===== config.mk =====
export PLATFORM = sky130hd
export DESIGN_NAME = fir_mac_sequencer
export DESIGN_NICKNAME = d
export VERILOG_FILES = /design/src/rtl/fir_mac_sequencer.sv
export SDC_FILE = /design/constraint.sdc
export NUM_CORES = 1
export LEC_CHECK = 0
export ABC_AREA = 1
export ABC_CLOCK_PERIOD_IN_PS = 4400
export BUFFER_PORTS_ARGS = -buffer_cell sky130_fd_sc_hd__buf_2
export CORE_ASPECT_RATIO = 1.1
export CORE_MARGIN = 2
export CORE_UTILIZATION = 30
export DETAILED_ROUTE_END_ITERATION = 6
export SLEW_MARGIN = 20
export SYNTH_ARGS = -nofsm -noshare
export SYNTH_HDL_FRONTEND = slang
export SYNTH_SLANG_ARGS = --single-unit

===== constraint.sdc =====
create_clock -name clock -period 4.4 [get_ports clock]
set_input_delay 0.22 -clock clock [delete_from_list [all_inputs] [get_ports clock]]
set_output_delay 0.22 -clock clock [all_outputs]
set_load 0.02 [all_outputs]

===== src/rtl/fir_mac_sequencer.sv =====
// Time-multiplexed FIR: one shared multiply-accumulate unit walks all FIR_order+1 taps
// per accepted sample, giving the direct-form result once every FIR_order+2 clocks.
module fir_mac_sequencer #(
    parameter int FIR_order     = 4,
    parameter int Sample_size   = 6,
    parameter int weight_size   = 5,
    parameter int word_size_out = 2*Sample_size+2
) (
    input  logic                     clock,
    input  logic                     reset,
    input  logic [Sample_size-1:0]   sample_in,
    input  logic                     sample_valid,
    output logic                     sample_ready,
    input  logic                     coef_wr,
    input  logic [2:0]               coef_addr,
    input  logic [weight_size-1:0]   coef_data,
    output logic [word_size_out-1:0] fir_out,
    output logic                     fir_valid,
    output logic                     busy
);
    localparam int Taps = FIR_order + 1;
    localparam int KW   = (Taps > 1) ? $clog2(Taps) : 1;
    localparam int PW   = Sample_size + weight_size;

    typedef enum logic {IDLE, MAC} state_t;

    state_t                   state_q, state_d;
    logic [Sample_size-1:0]   taps_q [Taps];
    logic [weight_size-1:0]   coef_q [Taps];
    logic [word_size_out-1:0] acc_q;
    logic [word_size_out-1:0] fir_out_q;
    logic [KW-1:0]            k_q;
    logic                     fir_valid_q;

    logic                     accept;
    logic                     coef_we;
    logic                     last_tap;
    logic [PW-1:0]            product;
    logic [word_size_out-1:0] acc_sum;

    assign accept   = sample_valid && sample_ready;
    assign last_tap = (state_q == MAC) && (k_q == KW'(FIR_order));
    assign coef_we  = coef_wr && (state_q == IDLE) && (int'(coef_addr) <= FIR_order);
    assign product  = taps_q[k_q] * coef_q[k_q];
    assign acc_sum  = acc_q + word_size_out'(product);

    // NOTE: sequential state uses non-blocking assignments so every register samples pre-edge values.
    always_ff @(posedge clock) begin
        if (reset) state_q <= IDLE;
        else       state_q <= state_d;
    end

    // NOTE: every combinational output gets a default first, so no path can infer a latch.
    always_comb begin
        state_d = state_q;
        case (state_q)
            IDLE:    if (accept)   state_d = MAC;
            MAC:     if (last_tap) state_d = IDLE;
            default:               state_d = IDLE;
        endcase
    end

    // Handshake outputs are forced low while reset is held, not just after it is sampled.
    always_comb begin
        sample_ready = 1'b0;
        busy         = 1'b0;
        if (!reset) begin
            case (state_q)
                IDLE:    sample_ready = 1'b1;
                MAC:     busy         = 1'b1;
                default: ;
            endcase
        end
    end

    // NOTE: the delay line and coefficient bank are small register arrays that must clear on reset, so they are reset explicitly.
    always_ff @(posedge clock) begin
        if (reset) begin
            for (int i = 0; i < Taps; i++) begin
                taps_q[i] <= '0;
                coef_q[i] <= '0;
            end
            acc_q       <= '0;
            k_q         <= '0;
            fir_out_q   <= '0;
            fir_valid_q <= 1'b0;
        end else begin
            fir_valid_q <= 1'b0;
            // A write landing on the accept edge is visible from the first MAC cycle onward.
            if (coef_we) coef_q[coef_addr] <= coef_data;
            if (accept) begin
                for (int i = Taps - 1; i > 0; i--) taps_q[i] <= taps_q[i-1];
                taps_q[0] <= sample_in;
                acc_q     <= '0;
                k_q       <= '0;
            end else if (state_q == MAC) begin
                acc_q <= acc_sum;
                k_q   <= k_q + 1'b1;
                if (last_tap) begin
                    fir_out_q   <= acc_sum;
                    fir_valid_q <= 1'b1;
                end
            end
        end
    end

    assign fir_out   = fir_out_q;
    assign fir_valid = fir_valid_q;
endmodule


==> summary.txt, run 1 <==
Status
  • Status: completed

Detailed routing
  • Vias/cell: 4.47
  • Total routed wirelength: 12.3 mm
  • Drt pass-1 iters: 5
  • # DRC: 0
  • Starting DRC count in detailed routing: 221
  • Via count: 4443
  • Antenna Nets Post-Route: 0
  • Wire per inst: 12.4 microns

STA
  • RSZ-0062 raised after global routing: no
  • Hold WS: 0.0750 ns
  • Setup TNS Final: 0 ns
  • Clock Skew: 0.00770 ns
  • Slew HR: 63.6%
  • Final setup violation count: 0
  • Worst-Margin Slew: 0.543 ns
  • Achievable Freq: 244 MHz
  • Tmin final: 4.10 ns
  • Final hold viol count: 0
  • Tcrit/Tclk final: 93.3%
  • Final Slew Violations: 0

Worst setup path
  • CP startpoint kind: flip-flop
  • Crit-path cells: inv_2, buf_12, o21ai_0, o22ai_1, inv_1, o21ai_2, nand2_1, fa_1, fa_1, fa_1, inv_1, ha_1, or2_2, nand3_1, a21o_1, nand3_1, nand2_1, inv_1
  • Crit-path slowest cell: fa_1
  • CP Class: reg -> reg
  • Setup crit end kind: flip-flop
  • WP data required: 4.66 ns
  • CP max FO: 26
  • Critical path's largest stage delay: 0.56 ns
  • Critical path arrival: 4.36 ns

Yosys
  • Synth area leaders: edfxtp_1 (36%), dfxtp_1 (12%), nor2_1 (8.0%), inv_1 (7.7%), fa_1 (7.1%)
  • Commonest register cell after synthesis: edfxtp_1
  • Warnings, synthesis: 0
  • Post-Synthesis Cell Area: 0.00590 sq mm
  • Synth area leader: edfxtp_1
  • Ys async rst share: 0%
  • Post-synth EDFFs: 70
  • Avg Inst Size Synth: 8.55 sq um
  • Most common cell in the synthesized netlist: nor2_1
  • Part of the Yosys area used for sequential elements: 47.9%
  • Most frequent cells after synthesis: nor2_1 (125), inv_1 (121), nand2_1 (112)
  • Synth unique cells: 32
  • Synth top area share: 35.6%
  • Seq cells post-synth: 106
  • Synthesized instance count: 690

Cells and area
  • FILL cells: 1955
  • Layout Nets: 803
  • Final Util: 35.4%
  • # diodes: 0
  • Area delta synth->final: 15.1%
  • Layout cells sized above 1: 13.7%

Pwr
  • Net switching power: 0.000958 W
  • VDD IR-drop max: 0.238 mV
  • Sequential Power Share: 41.4%
  • Combinational power share: 30.0%
  • Net Sw Frac: 34.4%
  • Clock share of power: 28.6%
  • Lkg Pwr: 3.14 nW
  • Internal: 0.00183 W
  • Cell Pwr Density: 411 mW/mm^2

Clocking
  • Max Root-Sink Buffers: 2
  • H-Tree Depth: 3
  • Post-CTS Setup Bufs: 0
  • Clock transition at path regs: 0.08 ns
  • Num CTS Buffers: 9
  • Clock latency at the later pin of the worst-skew pair: 0.35 ns
  • Hold buffers post-CTS: 0
  • Clock sinks: 106
  • Root Buffer: clkbuf_16
  • Post-cts sizing count: 0
  • CTS tree: yes

GRT
  • Initial antenna violation count: 0
  • First-pass GRT wire length: 20.6 mm
  • Largest net degree at the start of global routing: 34
  • GRT Util Overall: 12.8%
  • Vias in the first global route: 4255
  • Total congestion overflow: 0

Min path
  • Hold Path Origin: coef_data[0]
  • Worst hold path class: in -> reg

Floorplan
  • Core Area: 0.0192 sq mm
  • Rows: 53
  • # IOs: 35
  • DIE HEIGHT: 151 microns
  • Die width: 138 microns
  • Initial Util: 30.8%
  • Die ar.: 0.0208 sq mm

Placed design
  • Global placer's final weighted congestion: 0.841
  • I/O Buffers: 34
  • Hpwl dp: 9.15 mm

Run
  • Total of max-cap violations: 0
==> power groups by stage <==
stage | combinational [W] | clock, W | sequential (W)
floorplan | 0.000606 | 0 | 0.00117
global placement | 0.000805 | 0 | 0.00118
detailed placement | 0.000808 | 0 | 0.00118
CTS | 0.000816 | 0.000817 | 0.00115
global route | 0.000952 | 0.000859 | 0.00116
finish | 0.000837 | 0.000799 | 0.00115
==> registers in the layout (all words and copies together), names as in the netlist, named ones only <==
name	flops
state_q	1
acc_q	14
taps_q	30
fir_valid	1
k_q	3
fir_out	14
coef_q	40
==> critical path: cells and delay by family, from the launching register on <==
kind,cells,cell delay [ns]
flip-flops,1,0.37
AND/OR/NAND/NOR,5,0.74
adder cells (fa/ha/maj),4,1.84
buffers and inverters,5,0.38
AO/OA/AOI/OAI,4,0.64
==> worst paths after layout <==
check	endpoint	depth (start not counted)	slack [ns]
worst max register to register	acc_q[8]	18	0.30
worst max-delay path	acc_q[8]	18	0.30
worst min-delay path	coef_q[7][0]	1	0.08
worst min register to register	fir_out[2]	2	0.46
==> cell usage in the layout, fill, tap and decap left out, types with 3 or more instances in the layout <==
master / count
a21oi_1: 26
nand2_1: 111
inv_1: 121
nand4_1: 3
o21a_1: 7
inv_2: 11
fa_1: 21
o21ai_1: 10
conb_1: 15
o21ai_0: 28
a21o_1: 3
buf_2: 34
o21ai_2: 9
nand3_1: 30
a21oi_2: 5
nor2_2: 4
ha_1: 22
o22ai_1: 10
edfxtp_1: 70
nor2_1: 122
dfxtp_1: 34
nand2_2: 3
inv_6: 3
clkbuf_16: 9
buf_4: 9
==> area by class of cell <==
cell class	count	area [sq um]	share of cell area, %
clock buffers	9	225	3.32
flip-flops and latches	106	2830	41.7
inverters	134	505	7.44
clock inverters	7	66.3	0.977
multi-input cells	443	2550	37.6
repair buffers	47	300	4.42
well taps	247	309	4.55
==> per-layer routing <==
metal  track usage [%]  part of all wire, %  wire [microns]  vias up
met5                 0                    0               0        -
met4              4.48                  2.0             250        0
met3              2.28                  2.6             318       16
met2              21.0                   48            5850       68
met1              16.9                   48            5850     2084
li1                  -                    -               -     2275
==> cell families (layout without fill, tap and decap cells) <==
family | Yosys count | after routing | share of synthesized area (%)
fa+ha+maj | 44 | 44 | 12.0
compound gates | 103 | 103 | 10.4
simple gates | 276 | 276 | 18.5
buf+inv | 155 | 197 | 10.3
flops | 106 | 106 | 47.9
xor+xnor | 5 | 5 | 0.743
other cells | 1 | 15 | 0.0636
==> metrics by stage <==
| stage | cell area (sq um) | std cells | setup WS (ns) | total power, W |
|---|---|---|---|---|
| 5_1_grt | 6790 | 993 | 0.00760 | 0.00297 |
| 3_3_place_gp | 6440 | 977 | 0.130 | 0.00198 |
| 6_report | 6790 | 993 | 0.295 | 0.00279 |
| 4_1_cts | 6740 | 993 | 0.0830 | 0.00279 |
| 2_1_floorplan | 5950 | 704 | 0.544 | 0.00177 |
| 3_5_place_dp | 6440 | 977 | 0.0951 | 0.00198 |
Note: power is estimated with default switching activity, not from simulation.
==> run 2, diff against run 1 <==
PLACE_DENSITY = 0.47   (was default)
SLEW_MARGIN = 10   (was 20)
==> run 2 against run 1 <==
Effect of this change:
- wire length increased by 6.4%
- final area increased by 0.98%
- final cell count unchanged
- sequential cell count is the same
- total power is 2.9% higher
- critical path depth up 2
- via count is 0.45% lower
==> summary.txt, run 2 (synthesized netlist as in run 1, its figures left out) <==
Pwr
  • Net switching power: 0.000954 W
  • VDD IR-drop max: 0.195 mV
  • Lkg Pwr: 3.17 nW
  • Internal: 0.00192 W
  • Sequential Power Share: 40.3%
  • Clock share of power: 29.1%
  • Combinational power share: 30.6%
  • Net Sw Frac: 33.2%
  • Cell Pwr Density: 419 mW/mm^2

Worst setup path
  • CP Class: reg -> reg
  • Setup crit end kind: flip-flop
  • WP data required: 4.66 ns
  • Critical path arrival: 4.45 ns
  • CP startpoint kind: flip-flop
  • CP max FO: 10

Floorplan
  • Core Area: 0.0192 sq mm
  • Rows: 53
  • DIE HEIGHT: 151 microns
  • Die width: 138 microns
  • Die ar.: 0.0208 sq mm
  • # IOs: 35
  • Initial Util: 30.8%

Detailed routing
  • Vias/cell: 4.45
  • Drt pass-1 iters: 4
  • Total routed wirelength: 13.0 mm
  • # DRC: 0
  • Via count: 4423
  • Wire per inst: 13.1 microns
  • Antenna Nets Post-Route: 0
  • Starting DRC count in detailed routing: 222

Placed design
  • Global placer's final weighted congestion: 0.889
  • DP Area: 0.00643 sq mm
  • Hpwl dp: 9.78 mm
  • Dpl cells: 975
  • I/O Buffers: 34

GRT
  • Initial antenna violation count: 0
  • Total congestion overflow: 0
  • GRT Util Overall: 13.6%
  • Vias in the first global route: 4417
  • First-pass GRT wire length: 21.7 mm
  • Largest net degree at the start of global routing: 48

STA
  • Achievable Freq: 239 MHz
  • Tcrit/Tclk final: 95.2%
  • Worst-Margin Slew: 0.685 ns
  • RSZ-0062 raised after global routing: no
  • Final hold viol count: 0
  • Final setup violation count: 0
  • Clock Skew: 0.0101 ns
  • Final Slew Violations: 0
  • Hold WS: 0.0726 ns
  • Tmin final: 4.19 ns
  • Slew HR: 54.2%

Clocking
  • Clock transition at path regs: 0.08 ns
  • Max Root-Sink Buffers: 2
  • H-Tree Depth: 3
  • Hold buffers post-CTS: 0
  • CTS tree: yes
  • Root Buffer: clkbuf_16
  • Num CTS Buffers: 9
  • Clock sinks: 106
  • Clock latency at the later pin of the worst-skew pair: 0.36 ns

Cells and area
  • Max reg flops: 40
  • Commonest non-fill, non-tap cell in the layout: nor2_1
  • Commonest non-fill, non-tap cells in the layout: nor2_1 (122), inv_1 (121), nand2_1 (110)
  • # diodes: 0
  • Multi-input gate area: 0.00258 sq mm
  • Layout cells sized above 1: 13.9%
  • FILL cells: 1944
  • Layout Nets: 803
  • Largest Register: coef_q
  • Non-Filler Instances: 993
  • Reg area: 0.00283 sq mm
  • Design area: 0.00686 sq mm
  • Biggest regs: coef_q x40, taps_q x30
  • Area delta synth->final: 16.3%

Status
  • Status: completed

Min path
  • Worst hold path class: in -> reg
  • Hold Path Origin: coef_data[0]

Run
  • Total of max-cap violations: 0
==> run 2: area by class of cell <==
cell class / count / share of cell area [%]
Tap cell: 247 / 4.51
Timing Repair Buffer: 47 / 4.67
Clock inverter: 5 / 0.912
Sequential cell: 106 / 41.3
Clock buffer: 11 / 3.54
Multi-Input combinational cell: 443 / 37.6
Inverter: 134 / 7.52
==> run 2: routing by layer <==
| metal | track usage [%] | share of wire (%) |
|---|---|---|
| met4 | 5.10 | 1.9 |
| met3 | 2.51 | 2.7 |
| met2 | 23.4 | 51 |
| met1 | 16.8 | 44 |
| met5 | 0 | 0 |
==> run 2: timing repair <==
item                                    CTS  global route
setup buffers                             0             1
pin swaps                                 0             3
resized for setup                         2            22
cloned                                    0             1
endpoints found under the setup margin    4            17
endpoints found under the hold margin     0             0
==> run 2: final timing paths <==
| path | slack, ns | to | cells past startpoint |
|---|---|---|---|
| worst max register to register | 0.21 | acc_q[8] | 20 |
| worst min register to register | 0.46 | fir_out[2] | 2 |
| worst min-delay path | 0.07 | coef_q[6][0] | 1 |
| worst max-delay path | 0.21 | acc_q[8] | 20 |
==> run 2: power groups by stage <==
stage          Sequential [W]  Combinational, W  Clock [W]
3_5_place_dp          0.00118          0.000797          0
6_report              0.00116          0.000879   0.000835
5_1_grt               0.00116           0.00101   0.000902
3_3_place_gp          0.00118          0.000790          0
2_1_floorplan         0.00117          0.000606          0
4_1_cts               0.00116          0.000801   0.000861
==> run 2: critical path, stage by stage (launching register included) <==
cell	delay [ns]
dfxtp_4	0.40
inv_8	0.06
buf_12	0.13
o21ai_0	0.23
o22ai_1	0.11
inv_1	0.08
o21ai_2	0.07
inv_2	0.09
nor2_1	0.06
fa_1	0.50
inv_1	0.05
fa_1	0.51
fa_1	0.55
inv_1	0.04
ha_1	0.36
or2_2	0.34
nand3_1	0.12
a21o_1	0.13
nand3_1	0.11
nand2_1	0.09
inv_1	0.04
==> run 2: stage by stage <==
step                      util, %  setup WS, ns  power, W  TNS [ns]
after detailed placement     33.6      -0.00621   0.00197  -0.00621
after global routing         35.8       0.00455   0.00308         0
after CTS                    35.2         0.111   0.00282         0
final                        35.8         0.210   0.00287         0
after floorplan                 -         0.544   0.00177         0
after global placement       33.6        0.0150   0.00197         0
==> run 3, diff against run 2 <==
--- a/config.mk
+++ b/config.mk
@@ -11,3 +11,2 @@
 export CORE_ASPECT_RATIO = 1.1
-export CORE_MARGIN = 2
 export CORE_UTILIZATION = 30
==> constraint.sdc (replaced) <==
create_clock -name clock -period 4.4 [get_ports clock]
set_input_delay 0 -clock clock [delete_from_list [all_inputs] [get_ports clock]]
set_output_delay 0 -clock clock [all_outputs]
set_load 0.02 [all_outputs]
==> run 3 against run 2 <==
Effect of this change:
- via count grew 0.95%
- critical path depth is the same
- final area grew 0.22%
- clock power is essentially flat
- register-to-register slack gained 0.06 ns
- critical endpoint is now fir_out[8]
==> summary.txt, run 3 (synthesized netlist as in run 1, its figures left out) <==
STA
  • RSZ-0062 raised after global routing: no
  • Final hold viol count: 0
  • Final Slew Violations: 0
  • Tmin final: 4.13 ns
  • Slew HR: 54.2%
  • Clock Skew: 0.00701 ns
  • Tcrit/Tclk final: 93.9%
  • Final setup violation count: 0
  • Achievable Freq: 242 MHz
  • Setup TNS Final: 0 ns
  • Worst-Margin Slew: 0.685 ns

Clocking
  • Clock latency at the later pin of the worst-skew pair: 0.35 ns
  • Root Buffer: clkbuf_16
  • CTS tree: yes
  • Post-CTS Setup Bufs: 0
  • H-Tree Depth: 3
  • Clock sinks: 106
  • Num CTS Buffers: 9
  • Max Root-Sink Buffers: 2
  • Clock transition at path regs: 0.07 ns

GRT
  • GRT met2 Usage: 23.1%
  • Vias in the first global route: 4353
  • Total congestion overflow: 0
  • GRT Util Overall: 13.7%
  • Grt met1 use: 16.5%
  • Largest net degree at the start of global routing: 45
  • First-pass GRT wire length: 21.1 mm
  • Met3 Usage GRT: 2.82%
  • Most crowded layer after global routing: met2
  • Initial antenna violation count: 0

Detailed routing
  • Wire per inst: 12.7 microns
  • # DRC: 0
  • Vias/cell: 4.46
  • Starting DRC count in detailed routing: 219
  • Via count: 4465
  • Antenna Nets Post-Route: 0
  • Drt pass-1 iters: 4
  • Total routed wirelength: 12.8 mm

Floorplan
  • Die width: 136 microns
  • Rows: 53
  • Initial Util: 30.8%
  • DIE HEIGHT: 149 microns
  • Die ar.: 0.0202 sq mm
  • # IOs: 35
  • Core Area: 0.0192 sq mm

Cells and area
  • Max reg flops: 40
  • Non-Filler Instances: 1001
  • Commonest non-fill, non-tap cells in the layout: nor2_1 (125), inv_1 (121), nand2_1 (112)
  • Biggest regs: coef_q x40, taps_q x30
  • Area delta synth->final: 16.5%
  • Layout cells sized above 1: 12.3%
  • Commonest non-fill, non-tap cell in the layout: nor2_1
  • # diodes: 0
  • Largest Register: coef_q
  • Layout Nets: 811

Min path
  • Hold Path Origin: coef_addr[0]
  • Worst hold path class: in -> reg

Worst setup path
  • WP data required: 4.66 ns
  • CP startpoint kind: flip-flop
  • Critical path arrival: 4.39 ns
  • Setup crit end kind: flip-flop
  • CP max FO: 10
  • Flop-to-flop setup slack: 0.27 ns
  • CP Class: reg -> reg

Placed design
  • Dpl cells: 973
  • Hpwl dp: 9.71 mm
  • Global placer's final weighted congestion: 0.887
  • I/O Buffers: 34

Pwr
  • VDD IR-drop max: 0.186 mV
  • Cell Pwr Density: 407 mW/mm^2
  • Lkg Pwr: 3.18 nW

Run
  • Total of max-cap violations: 0

Status
  • Status: completed
==> run 3: worst max-delay path, stage by stage (launching register included) <==
cell	delay [ns]
dfxtp_4	0.39
inv_2	0.06
buf_4	0.16
o21ai_0	0.17
o22ai_1	0.10
nand2_1	0.09
o21ai_2	0.08
inv_2	0.09
nor2_1	0.06
fa_1	0.53
inv_1	0.05
fa_1	0.50
fa_1	0.55
inv_1	0.04
ha_1	0.36
or2_2	0.35
nand3_1	0.11
a21o_1	0.13
nand3_1	0.11
nand2_1	0.08
inv_1	0.03
==> run 3: power breakdown <==
| part | internal, W | total [W] | leakage, nW | switching, W |
|---|---|---|---|---|
| combinational | 0.000292 | 0.000805 | 2.01 | 0.000513 |
| sequential | 0.00112 | 0.00115 | 1.02 | 0.0000294 |
| clock | 0.000450 | 0.000835 | 0.148 | 0.000384 |
==> run 3: worst paths after layout <==
kind / end / depth (start not counted)
setup / recovery: fir_out[8] / 20
hold / removal: coef_q[1][1] / 3
setup reg to reg: fir_out[8] / 20
hold reg to reg: fir_out[1] / 2
==> run 3: what timing repair did <==
action,4_1_cts,5_1_grt
gates resized for setup,0,11
hold endpoints to repair,26,0
hold buffers,12,0
endpoints found under the setup margin,0,18
==> run 3: area by class of cell <==
cell class	instances	area, sq um
flip-flops and latches	106	2830
well taps	247	309
inverters	134	505
clock buffers	10	229
multi-input cells	443	2530
fillers	1948	12300
clock inverters	6	73.8
repair buffers	55	390
==> run 3: stage by stage <==
step	setup WS [ns]	hold slack (ns)	utilization [%]	area (sq um)	power [W]
2_1_floorplan	0.544	0.0989	-	5950	0.00177
3_3_place_gp	0.143	0.216	33.5	6410	0.00196
3_5_place_dp	0.108	0.220	33.5	6410	0.00197
4_1_cts	0.0900	0.146	35.7	6840	0.00283
5_1_grt	0.00393	0.163	35.9	6870	0.00299
6_report	0.269	0.146	35.9	6870	0.00279
==> run 3: routing by layer <==
| layer | vias up | routed length [microns] |
|---|---|---|
| met5 | - | 0 |
| met2 | 96 | 6260 |
| met4 | 0 | 325 |
| met1 | 2066 | 5730 |
| met3 | 22 | 432 |
| li1 | 2281 | - |
